===== src/rtl/camera_pkg.sv =====
// Shared types and default frame geometry for the camera capture controller.
package camera_pkg;

  typedef enum logic [1:0] {
    IDLE    = 2'd0,
    ARMED   = 2'd1,
    CAPTURE = 2'd2,
    DONE    = 2'd3
  } capture_state_t;

  localparam int DEF_H_ACTIVE = 320;
  localparam int DEF_V_ACTIVE = 240;

  typedef struct packed {
    logic [4:0] r;
    logic [5:0] g;
    logic [4:0] b;
  } rgb565_t;

endpackage


===== src/rtl/rise_fall_det.sv =====
// Edge detector: compares the live input against its registered copy.
module rise_fall_det (
  input  logic p_clock_in,
  input  logic rst_in,
  input  logic sig,
  output logic rise,
  output logic fall
);

  logic sig_q;

  always_ff @(posedge p_clock_in or posedge rst_in) begin
    if (rst_in) sig_q <= 1'b0;
    else        sig_q <= sig;
  end

  assign rise = sig & ~sig_q;
  assign fall = ~sig & sig_q;

endmodule


===== src/rtl/camera_capture_ctrl.sv =====
// Single-frame camera capture sequencer: pixel stream -> frame-buffer BRAM writes.
// Define CAPTURE_CONT_EN for continuous capture (DONE re-arms instead of idling).
//
// state   | meaning
// IDLE    | waiting for a capture request rising edge
// ARMED   | waiting for vsync high-then-low (frame boundary)
// CAPTURE | writing pixels, tracking rows via href falls
// DONE    | one-cycle completion pulse
module camera_capture_ctrl
  import camera_pkg::*;
#(
  parameter int H_ACTIVE = DEF_H_ACTIVE,
  parameter int V_ACTIVE = DEF_V_ACTIVE,
  parameter int ADDR_W   = 17
) (
  input  logic              p_clock_in,
  input  logic              rst_in,
  input  logic              capture_req_in,
  input  logic              vsync_in,
  input  logic              href_in,
  input  logic              pixel_valid_in,
  input  logic [15:0]       pixel_data_in,
  output logic [ADDR_W-1:0] bram_addr_out,
  output logic [15:0]       bram_data_out,
  output logic              bram_we_out,
  output logic              busy_out,
  output logic              capture_done_out,
  output logic              short_frame_out
);

  localparam int XW = $clog2(H_ACTIVE + 1);
  localparam int YW = $clog2(V_ACTIVE + 1);
  localparam logic [XW-1:0]     X_LIM    = XW'(H_ACTIVE);
  localparam logic [YW-1:0]     Y_LIM    = YW'(V_ACTIVE);
  localparam logic [ADDR_W-1:0] ROW_STEP = ADDR_W'(H_ACTIVE);

  capture_state_t state, state_nxt;

  logic req_rise, req_fall, vsync_rise, vsync_fall, href_rise, href_fall;
  logic unused_edges;

  logic [XW-1:0]     x;
  logic [YW-1:0]     y;
  logic [ADDR_W-1:0] addr, row_base;
  rgb565_t           pix_q;
  logic              start, accept, row_adv, enter_armed;

  rise_fall_det u_req_det (
    .p_clock_in(p_clock_in), .rst_in(rst_in), .sig(capture_req_in),
    .rise(req_rise), .fall(req_fall)
  );

  rise_fall_det u_vsync_det (
    .p_clock_in(p_clock_in), .rst_in(rst_in), .sig(vsync_in),
    .rise(vsync_rise), .fall(vsync_fall)
  );

  rise_fall_det u_href_det (
    .p_clock_in(p_clock_in), .rst_in(rst_in), .sig(href_in),
    .rise(href_rise), .fall(href_fall)
  );

  assign unused_edges = req_fall ^ href_rise;

  always_ff @(posedge p_clock_in or posedge rst_in) begin
    if (rst_in) state <= IDLE;
    else        state <= state_nxt;
  end

  // A vsync fall implies vsync was high the cycle before, including at arm time.
  always_comb begin
    state_nxt        = state;
    busy_out         = 1'b0;
    capture_done_out = 1'b0;
    case (state)
      IDLE: begin
        if (req_rise) state_nxt = ARMED;
      end
      ARMED: begin
        busy_out = 1'b1;
        if (vsync_fall) state_nxt = CAPTURE;
      end
      CAPTURE: begin
        busy_out = 1'b1;
        if (vsync_rise) state_nxt = DONE;
      end
      DONE: begin
        capture_done_out = 1'b1;
`ifdef CAPTURE_CONT_EN
        state_nxt = ARMED;
`else
        state_nxt = IDLE;
`endif
      end
      default: state_nxt = IDLE;
    endcase
  end

  assign start       = (state == ARMED) && vsync_fall;
  assign accept      = (state == CAPTURE) && pixel_valid_in && (x < X_LIM) && (y < Y_LIM);
  assign row_adv     = (state == CAPTURE) && href_fall && (x != '0);
  assign enter_armed = (state != ARMED) && (state_nxt == ARMED);

  // The write in the row-advance cycle uses the old addr; the counters move on afterwards.
  always_ff @(posedge p_clock_in or posedge rst_in) begin
    if (rst_in) begin
      x        <= '0;
      y        <= '0;
      addr     <= '0;
      row_base <= '0;
    end else if (start) begin
      x        <= '0;
      y        <= '0;
      addr     <= '0;
      row_base <= '0;
    end else if (row_adv) begin
      x        <= '0;
      if (y < Y_LIM) y <= y + YW'(1);
      row_base <= row_base + ROW_STEP;
      addr     <= row_base + ROW_STEP;
    end else if (accept) begin
      x    <= x + XW'(1);
      addr <= addr + ADDR_W'(1);
    end
  end

  always_ff @(posedge p_clock_in or posedge rst_in) begin
    if (rst_in) begin
      bram_we_out     <= 1'b0;
      bram_addr_out   <= '0;
      pix_q           <= '0;
      short_frame_out <= 1'b0;
    end else begin
      bram_we_out <= accept;
      if (accept) begin
        bram_addr_out <= addr;
        pix_q         <= rgb565_t'(pixel_data_in);
      end
      if (enter_armed)
        short_frame_out <= 1'b0;
      else if ((state == CAPTURE) && vsync_rise)
        short_frame_out <= (y < Y_LIM);
    end
  end

  assign bram_data_out = pix_q;

endmodule


===== config.mk =====
export PLATFORM = sky130hd
export DESIGN_NAME = camera_capture_ctrl
export DESIGN_NICKNAME = d
export VERILOG_FILES = /design/src/rtl/camera_pkg.sv /design/src/rtl/rise_fall_det.sv /design/src/rtl/camera_capture_ctrl.sv
export SDC_FILE = /design/constraint.sdc
export NUM_CORES = 1
export LEC_CHECK = 0
export CORE_AREA = 2 2 87 89
export CTS_CLUSTER_DIAMETER = 150
export DETAILED_ROUTE_END_ITERATION = 12
export DIE_AREA = 0 0 89 91
export GPL_ROUTABILITY_DRIVEN = 0
export GPL_TIMING_DRIVEN = 1
export MAX_ROUTING_LAYER = met4
export PLACE_DENSITY = 0.83
export SLEW_MARGIN = 20
export SYNTH_ARGS = -nofsm -noshare
export SYNTH_HDL_FRONTEND = slang
export SYNTH_HIERARCHICAL = 1
export SYNTH_SLANG_ARGS = --single-unit

===== constraint.sdc =====
create_clock -name p_clock_in -period 6.3 [get_ports p_clock_in]
set_input_delay 0.945 -clock p_clock_in [delete_from_list [all_inputs] [get_ports p_clock_in]]
set_output_delay 0.945 -clock p_clock_in [all_outputs]
set_load 0.05 [all_outputs]

==> results.cfg, run 1 <==
[power]
ir_drop_mv = 0.283
p_per_area_nw_per_um2 = 440
power.leakage_nw = 2.33

[detailed_routing]
via_per_inst = 5.25
routedWlPerCell_microns = 13.4
route.detailed.drc = 0
postRouteAntennaNets = 0
routed_wl_microns = 7870
drt_iter0_markers = 174
vias = 3074
dr.pass1.iters = 4

[cts]
cts_setup_buffers = 0
clock_insertion_delay_worst_skew_ns = 0.36
clk_path_buf_depth = 2
htreeDepth = 3
cts_repair_resize_count = 0
tritoncts = built
cts.reportedPaths.clkPinSlew_ns = 0.08
root_buffer = clkbuf_8
cts_sinks = 85
numCtsBuffers = 9
cts_hold_buffers = 0

[worst_setup_path]
crit_family = buffers and inverters
cp_max_fo = 39
timing.critical_path.cells = clkdlybuf4s50_1, nand2_1, or3_4, inv_1, buf_4, nand4_1, xor2_1, nor2_1
path_buf_inv = 3
setup.worst_path.start_class = input pin
critPathKind = input pin to flip-flop
slowest_stage = or3_4
end_kind = flip-flop
cp_slowest_stage_delay_ns = 0.53
rr_worst_depth = 9
crit_path_start = pixel_valid_in
crit_arrival_ns = 3.23
r2r-start = state[0]$_DFF_PP0_
crit_cells = 8
r2r_end = x[4]$_DFFE_PP0P_
critical_path_required_ns = 6.54
r2r_setup_slack_ns = 3.49

[layout]
fin_nets = 514
layout-drive-gt1-share_pct = 5.56
final_common_cell = nand2_1
layoutNonFillerInstCount = 585
antennaDiodeCount = 0
finalInstanceArea_sq_um = 4890
area_growth_pct = 20.4
mostFrequentLayoutCells = nand2_1 (128), dfrtp_1 (85), clkdlybuf4s50_1 (58)

[hold_path]
hold_start = bram_addr_out[2]$_DFFE_PP0P_
hold_path_end = bram_addr_out[2]$_DFFE_PP0P_
min_path_cells = 2
hold_class = flip-flop to flip-flop

[timing]
period_share_pct = 47.5
whs_ns = 0.474
fin_ws_ns = 3.31
fin_tns_setup_ns = 0
rsz0062_at_grt = no
skew_ns = 0.00950
worst_pin_slew_ns = 0.782
fmax_mhz = 334
slew_violations = 0
setup_viol = 0
hold_viol = 0
min_period_ns = 2.99
slew_headroom_pct = 47.6

[global_route]
grt_max_degree = 83
grt_overflow = 0
grt_use_total_pct = 20.9
grt_pass1_wl_microns = 13000
grt_pass1_vias = 2906
antenna_found_initial = 0

[floorplan]
io_pins = 59
start_util_pct = 56.9
dieArea_sq_um = 8100
fp-row-count = 31
die_w_microns = 89
design.core.area_sq_um = 7140
die_h_microns = 91

[run]
maxCapViolations = 0

[synth]
synth_fp_nets = 462
syn_area_per_cell_sq_um = 9.45
synthesis.area_sq_um = 4060
ys_warn_count = 6
syn_inst = 430

[place]
io_buffers = 58
dpl.cell_count = 570
hpwlAfterDp_microns = 5270
place_area_sq_um = 4670
preCtsSetupSlack_ns = 2.96

[outcome]
status = complete, no violations
## worst min-delay path: stages, from the launching register on
cell and delay (ns):
dfrtp_1 0.34, nand2_1 0.05, nand2_1 0.05
## registers in the layout (all words and copies together), names as in the netlist
name               cells
bram_addr_out         17
bram_data_out         16
short_frame_out        1
u_req_det/sig_q        1
addr                  17
x                      9
u_href_det/sig_q       1
y                      8
u_vsync_det/sig_q      1
state                  2
bram_we_out            1
row_base              11
## report_power, final
group          switching [mW]  total (mW)  internal (mW)
Sequential              0.132       0.838          0.707
Clock                   0.187       0.419          0.231
Combinational           0.584       0.893          0.309
Total                   0.903        2.15           1.25
## area by class of cell
cell class	instances	area (sq um)
Inverter	9	35.0
Multi-Input combinational cell	317	1790
Fill cell	569	2250
Clock buffer	11	141
Timing Repair Buffer	60	599
Tap cell	99	124
Clock inverter	4	72.6
Sequential cell	85	2130
## routing by layer
layer | global-route usage, % | vias to the layer above | routed length (microns)
li1 | - | 1506 | -
met3 | 6.09 | 13 | 504
met2 | 32.8 | 76 | 3710
met5 | - | - | 0
met4 | 5.97 | 0 | 109
met1 | 26.6 | 1479 | 3540
## how the worst max path moves through the flow
stage	endpoint	slack [ns]
finish	x[4]$_DFFE_PP0P_	3.31
global route	x[4]$_DFFE_PP0P_	3.11
detailed placement	x[3]$_DFFE_PP0P_	2.96
CTS	x[3]$_DFFE_PP0P_	3.34
global placement	x[3]$_DFFE_PP0P_	3.03
floorplan	addr[0]$_DFFE_PP0P_	3.25
## stage by stage
step,power (mW),utilization (%)
floorplan,1.46,-
global placement,1.71,65.4
detailed placement,1.74,65.4
CTS,2.16,68.4
global route,2.27,68.5
finish,2.15,68.5
No activity file was read; power rests on OpenSTA's default activity.
==> run 2, diff against run 1 <==
CORE_AREA = 2 2 95 97   (was 2 2 87 89)
DIE_AREA = 0 0 97 99   (was 0 0 89 91)
PLACE_DENSITY = 0.74   (was 0.83)
clock period = 2.5 ns   (was 6.3 ns; I/O delays follow)
==> results.cfg, run 2 (same netlist as run 1, synthesis figures left out) <==
[outcome]
status = complete, no violations

[floorplan]
design.core.area_sq_um = 8550
io_pins = 59
die_w_microns = 97
start_util_pct = 47.5
dieArea_sq_um = 9600
die_h_microns = 99
fp-row-count = 34

[cts]
cts_repair_resize_count = 0
clock_insertion_delay_worst_skew_ns = 0.36
clk_path_buf_depth = 2
cts_setup_buffers = 0
root_buffer = clkbuf_8
numCtsBuffers = 9
htreeDepth = 3
cts.reportedPaths.clkPinSlew_ns = 0.08
tritoncts = built
cts_hold_buffers = 0
cts_sinks = 85

[layout]
layout-drive-gt1-share_pct = 7.09
post-route-util_pct = 57.7
layoutNonFillerInstCount = 602
finalInstanceArea_sq_um = 4940
antennaDiodeCount = 0
area_growth_pct = 21.6
mostFrequentLayoutCells = nand2_1 (128), dfrtp_1 (85), clkdlybuf4s50_1 (58)
fin_nets = 521
final_common_cell = nand2_1

[detailed_routing]
routedWlPerCell_microns = 12.6
dr.pass1.iters = 4
vias = 3027
route.detailed.drc = 0
via_per_inst = 5.03
routed_wl_microns = 7610
postRouteAntennaNets = 0
drt_iter0_markers = 102

[place]
dpl.cell_count = 586
io_buffers = 58
place_area_sq_um = 4760
hpwlAfterDp_microns = 5440

[worst_setup_path]
r2r_setup_slack_ns = 0.27
critical_path_required_ns = 2.12
crit_cells = 3
slowest_stage = clkdlybuf4s50_1
setup.worst_path.start_class = flip-flop
crit_arrival_ns = 1.95
end_kind = primary output
rr_worst_depth = 8
critPathKind = flip-flop to primary output
cp_slowest_stage_delay_ns = 0.79
cp_max_fo = 5
crit_family = buffers and inverters
timing.critical_path.cells = inv_1, ha_1, clkdlybuf4s50_1
path_buf_inv = 2

[timing]
fin_tns_setup_ns = 0
slew_violations = 0
setup_viol = 0
hold_viol = 0
whs_ns = 0.253
skew_ns = 0.0164
min_period_ns = 2.32
fmax_mhz = 431
rsz0062_at_grt = no
worst_pin_slew_ns = 0.516
slew_headroom_pct = 65.5
period_share_pct = 92.8

[global_route]
grt_overflow = 0
grt_max_degree = 44
grt_use_total_pct = 17.7
grt_pass1_vias = 3112
antenna_found_initial = 0
grt_pass1_wl_microns = 13700

[run]
maxCapViolations = 0

[power]
p_per_area_nw_per_um2 = 1060
power.leakage_nw = 2.35
ir_drop_mv = 0.586

[hold_path]
hold_class = input pin to asynchronous set/reset pin
==> run 2: cell count changes in the layout (fill, tap and decap cells not counted) <==
| cell | previous run | this run |
|---|---|---|
| clkinvlp_4 | 1 | 3 |
| buf_12 | 0 | 2 |
| clkinv_4 | 0 | 1 |
| bufinv_16 | 2 | 0 |
| buf_4 | 1 | 7 |
| buf_6 | 1 | 0 |
==> run 2: per-stage QoR <==
stage | worst slack [ns] | power, mW
2_1_floorplan | 0.0166 | 3.68
3_3_place_gp | 0.343 | 4.35
3_5_place_dp | 0.291 | 4.41
4_1_cts | 0.155 | 5.29
5_1_grt | 0.0899 | 5.58
6_report | 0.179 | 5.24
==> run 2: final timing paths <==
path	to	startpoint
setup reg to reg	row_base[12]$_DFFE_PP0P_	x[0]$_DFFE_PP0P_
max in group asynchronous	addr[14]$_DFFE_PP0P_	rst_in
hold reg to reg	bram_data_out[8]$_DFFE_PP0P_	bram_data_out[8]$_DFFE_PP0P_
hold / removal	u_req_det/sig_q$_DFF_PP0_	rst_in
setup / recovery	busy_out	state[0]$_DFF_PP0_
min in group p_clock_in	bram_data_out[8]$_DFFE_PP0P_	bram_data_out[8]$_DFFE_PP0P_
==> run 2: report_power, final <==
| part | internal (mW) | leakage [nW] | switching, mW |
|---|---|---|---|
| combinational | 0.799 | 1.14 | 1.47 |
| clock | 0.388 | 0.0815 | 0.490 |
| sequential | 1.78 | 1.13 | 0.322 |
==> run 2: per-layer routing <==
metal | up-vias | share of wire (%) | track usage (%)
met4 | 0 | 1.9 | 7.80
li1 | 1513 | - | -
met2 | 76 | 46 | 28.6
met5 | - | 0 | -
met1 | 1427 | 47 | 21.5
met3 | 11 | 4.6 | 3.76
==> run 2: area by class of cell <==
class                      instances  area, sq um
fill                             732         3610
timing repair buffer              67          673
clock inverter                     5         36.3
multi-input combinational        317         1790
sequential                        85         2130
inverter                           9         35.0
clock buffer                      11          141
tap                              108          135
==> run 3, diff against run 2 <==
CORE_AREA = 2 2 87 89   (was 2 2 95 97)
DIE_AREA = 0 0 89 91   (was 0 0 97 99)
PLACE_DENSITY = 0.83   (was 0.74)
clock period = 3 ns   (was 2.5 ns; I/O delays follow)
==> results.cfg, run 3 (same netlist as run 1, synthesis figures left out) <==
[cts]
clock_insertion_delay_worst_skew_ns = 0.36
tritoncts = built
cts.reportedPaths.clkPinSlew_ns = 0.09
root_buffer = clkbuf_8
numCtsBuffers = 9
cts_repair_resize_count = 0
htreeDepth = 3
cts_setup_buffers = 0
cts_sinks = 85
cts_hold_buffers = 0
clk_path_buf_depth = 2

[run]
maxCapViolations = 0

[floorplan]
start_util_pct = 56.9
io_pins = 59
dieArea_sq_um = 8100
fp-row-count = 31
die_h_microns = 91
die_w_microns = 89
design.core.area_sq_um = 7140

[timing]
fmax_mhz = 411
skew_ns = 0.0153
fin_tns_setup_ns = 0
slew_headroom_pct = 55.8
rsz0062_at_grt = no
worst_pin_slew_ns = 0.662
slew_violations = 0
period_share_pct = 81.2
min_period_ns = 2.44
setup_viol = 0
hold_viol = 0
fin_ws_ns = 0.564

[detailed_routing]
routedWlPerCell_microns = 13.1
vias = 3053
route.detailed.drc = 0
drt_iter0_markers = 189
dr.pass1.iters = 4
routed_wl_microns = 7700
via_per_inst = 5.19
postRouteAntennaNets = 0

[worst_setup_path]
rr_worst_depth = 8
r2r_setup_slack_ns = 0.56
r2r-start = x[1]$_DFFE_PP0P_
r2r_end = row_base[9]$_DFFE_PP0P_
setup.worst_path.start_class = flip-flop
crit_arrival_ns = 2.65
critical_path_required_ns = 3.22
cp_max_fo = 26
end_kind = flip-flop
critPathKind = flip-flop to flip-flop

[outcome]
status = complete, no violations

[power]
ir_drop_mv = 0.565
p_per_area_nw_per_um2 = 913
p_switching_mw = 1.93
p_int_mw = 2.55
p_clk_share_pct = 18.4
switching_share_pct = 43.0
power_frac_comb_pct = 42.2
power.leakage_nw = 2.34
seqPwrFrac_pct = 39.4
finalPower_mw = 4.48

[global_route]
grt_use_total_pct = 20.7
grt_pass1_vias = 2987
grt_max_degree = 53
antenna_found_initial = 0
grt_pass1_wl_microns = 13000
grt_overflow = 0

[place]
preCtsSetupSlack_ns = 0.601
io_buffers = 58
hpwlAfterDp_microns = 5490

[layout]
fin_nets = 516
final_common_cell = nand2_1
layout-drive-gt1-share_pct = 6.34
antennaDiodeCount = 0
area_growth_pct = 20.8
mostFrequentLayoutCells = nand2_1 (128), dfrtp_1 (85), clkdlybuf4s50_1 (58)

[hold_path]
hold_class = input pin to asynchronous set/reset pin
## run 3: cell types whose count changed in the layout (fill, tap and decap cells not counted)
| cell | before | now |
|---|---|---|
| bufinv_16 | 0 | 1 |
| clkinvlp_4 | 3 | 2 |
| clkinv_4 | 1 | 2 |
| buf_4 | 7 | 3 |
| buf_12 | 2 | 1 |
| clkinv_2 | 2 | 1 |
| clkbuf_1 | 1 | 0 |
| inv_6 | 0 | 1 |
## run 3: worst max-delay path, cell delays in order, from the launching register on
cell and delay [ns]:
dfrtp_1 0.44, inv_1 0.09, ha_1 0.15, or4b_2 0.65, o211ai_4 0.30, buf_4 0.31, nor2_1 0.10, xnor2_1 0.18
nor2_1 0.06
## run 3: metrics by stage
| step | instances | utilization, % | hold WS, ns | area (sq um) |
|---|---|---|---|---|
| floorplan | 430 | - | 0.179 | 4060 |
| global placement | 572 | 65.8 | 0.457 | 4700 |
| detailed placement | 572 | 65.8 | 0.462 | 4700 |
| CTS | 588 | 68.8 | 0.330 | 4910 |
| global route | 588 | 68.8 | 0.356 | 4910 |
| finish | 588 | 68.8 | 0.330 | 4910 |
## run 3: worst max-delay path by stage
stage / cells past startpoint / end / from
2_1_floorplan: 1 / addr[0]$_DFFE_PP0P_ / rst_in
3_3_place_gp: 7 / addr[0]$_DFFE_PP0P_ / pixel_valid_in
3_5_place_dp: 8 / row_base[9]$_DFFE_PP0P_ / x[0]$_DFFE_PP0P_
4_1_cts: 8 / row_base[9]$_DFFE_PP0P_ / x[0]$_DFFE_PP0P_
5_1_grt: 8 / row_base[12]$_DFFE_PP0P_ / x[1]$_DFFE_PP0P_
6_report: 8 / row_base[9]$_DFFE_PP0P_ / x[1]$_DFFE_PP0P_
## run 3: area by class of cell
type / count / area, sq um
clock inverters: 6 / 71.3
well taps: 99 / 124
flip-flops and latches: 85 / 2130
inverters: 9 / 35.0
clock buffers: 10 / 138
multi-input cells: 317 / 1790
repair buffers: 62 / 623
fillers: 556 / 2230
## run 3: power groups by stage
stage	combinational (mW)	sequential, mW	clock, mW
after global routing	2.04	1.81	0.893
after detailed placement	1.89	1.78	0
after global placement	1.84	1.76	0
after CTS	1.90	1.76	0.844
after floorplan	0.700	2.36	0
final	1.89	1.76	0.826
## run 3: metal layers
metal | GRT usage, % | vias to the layer above | wire, microns
li1 | - | 1506 | -
met1 | 26.2 | 1460 | 3460
met2 | 32.9 | 81 | 3620
met3 | 5.00 | 6 | 553
met4 | 6.09 | 0 | 67
met5 | - | - | 0
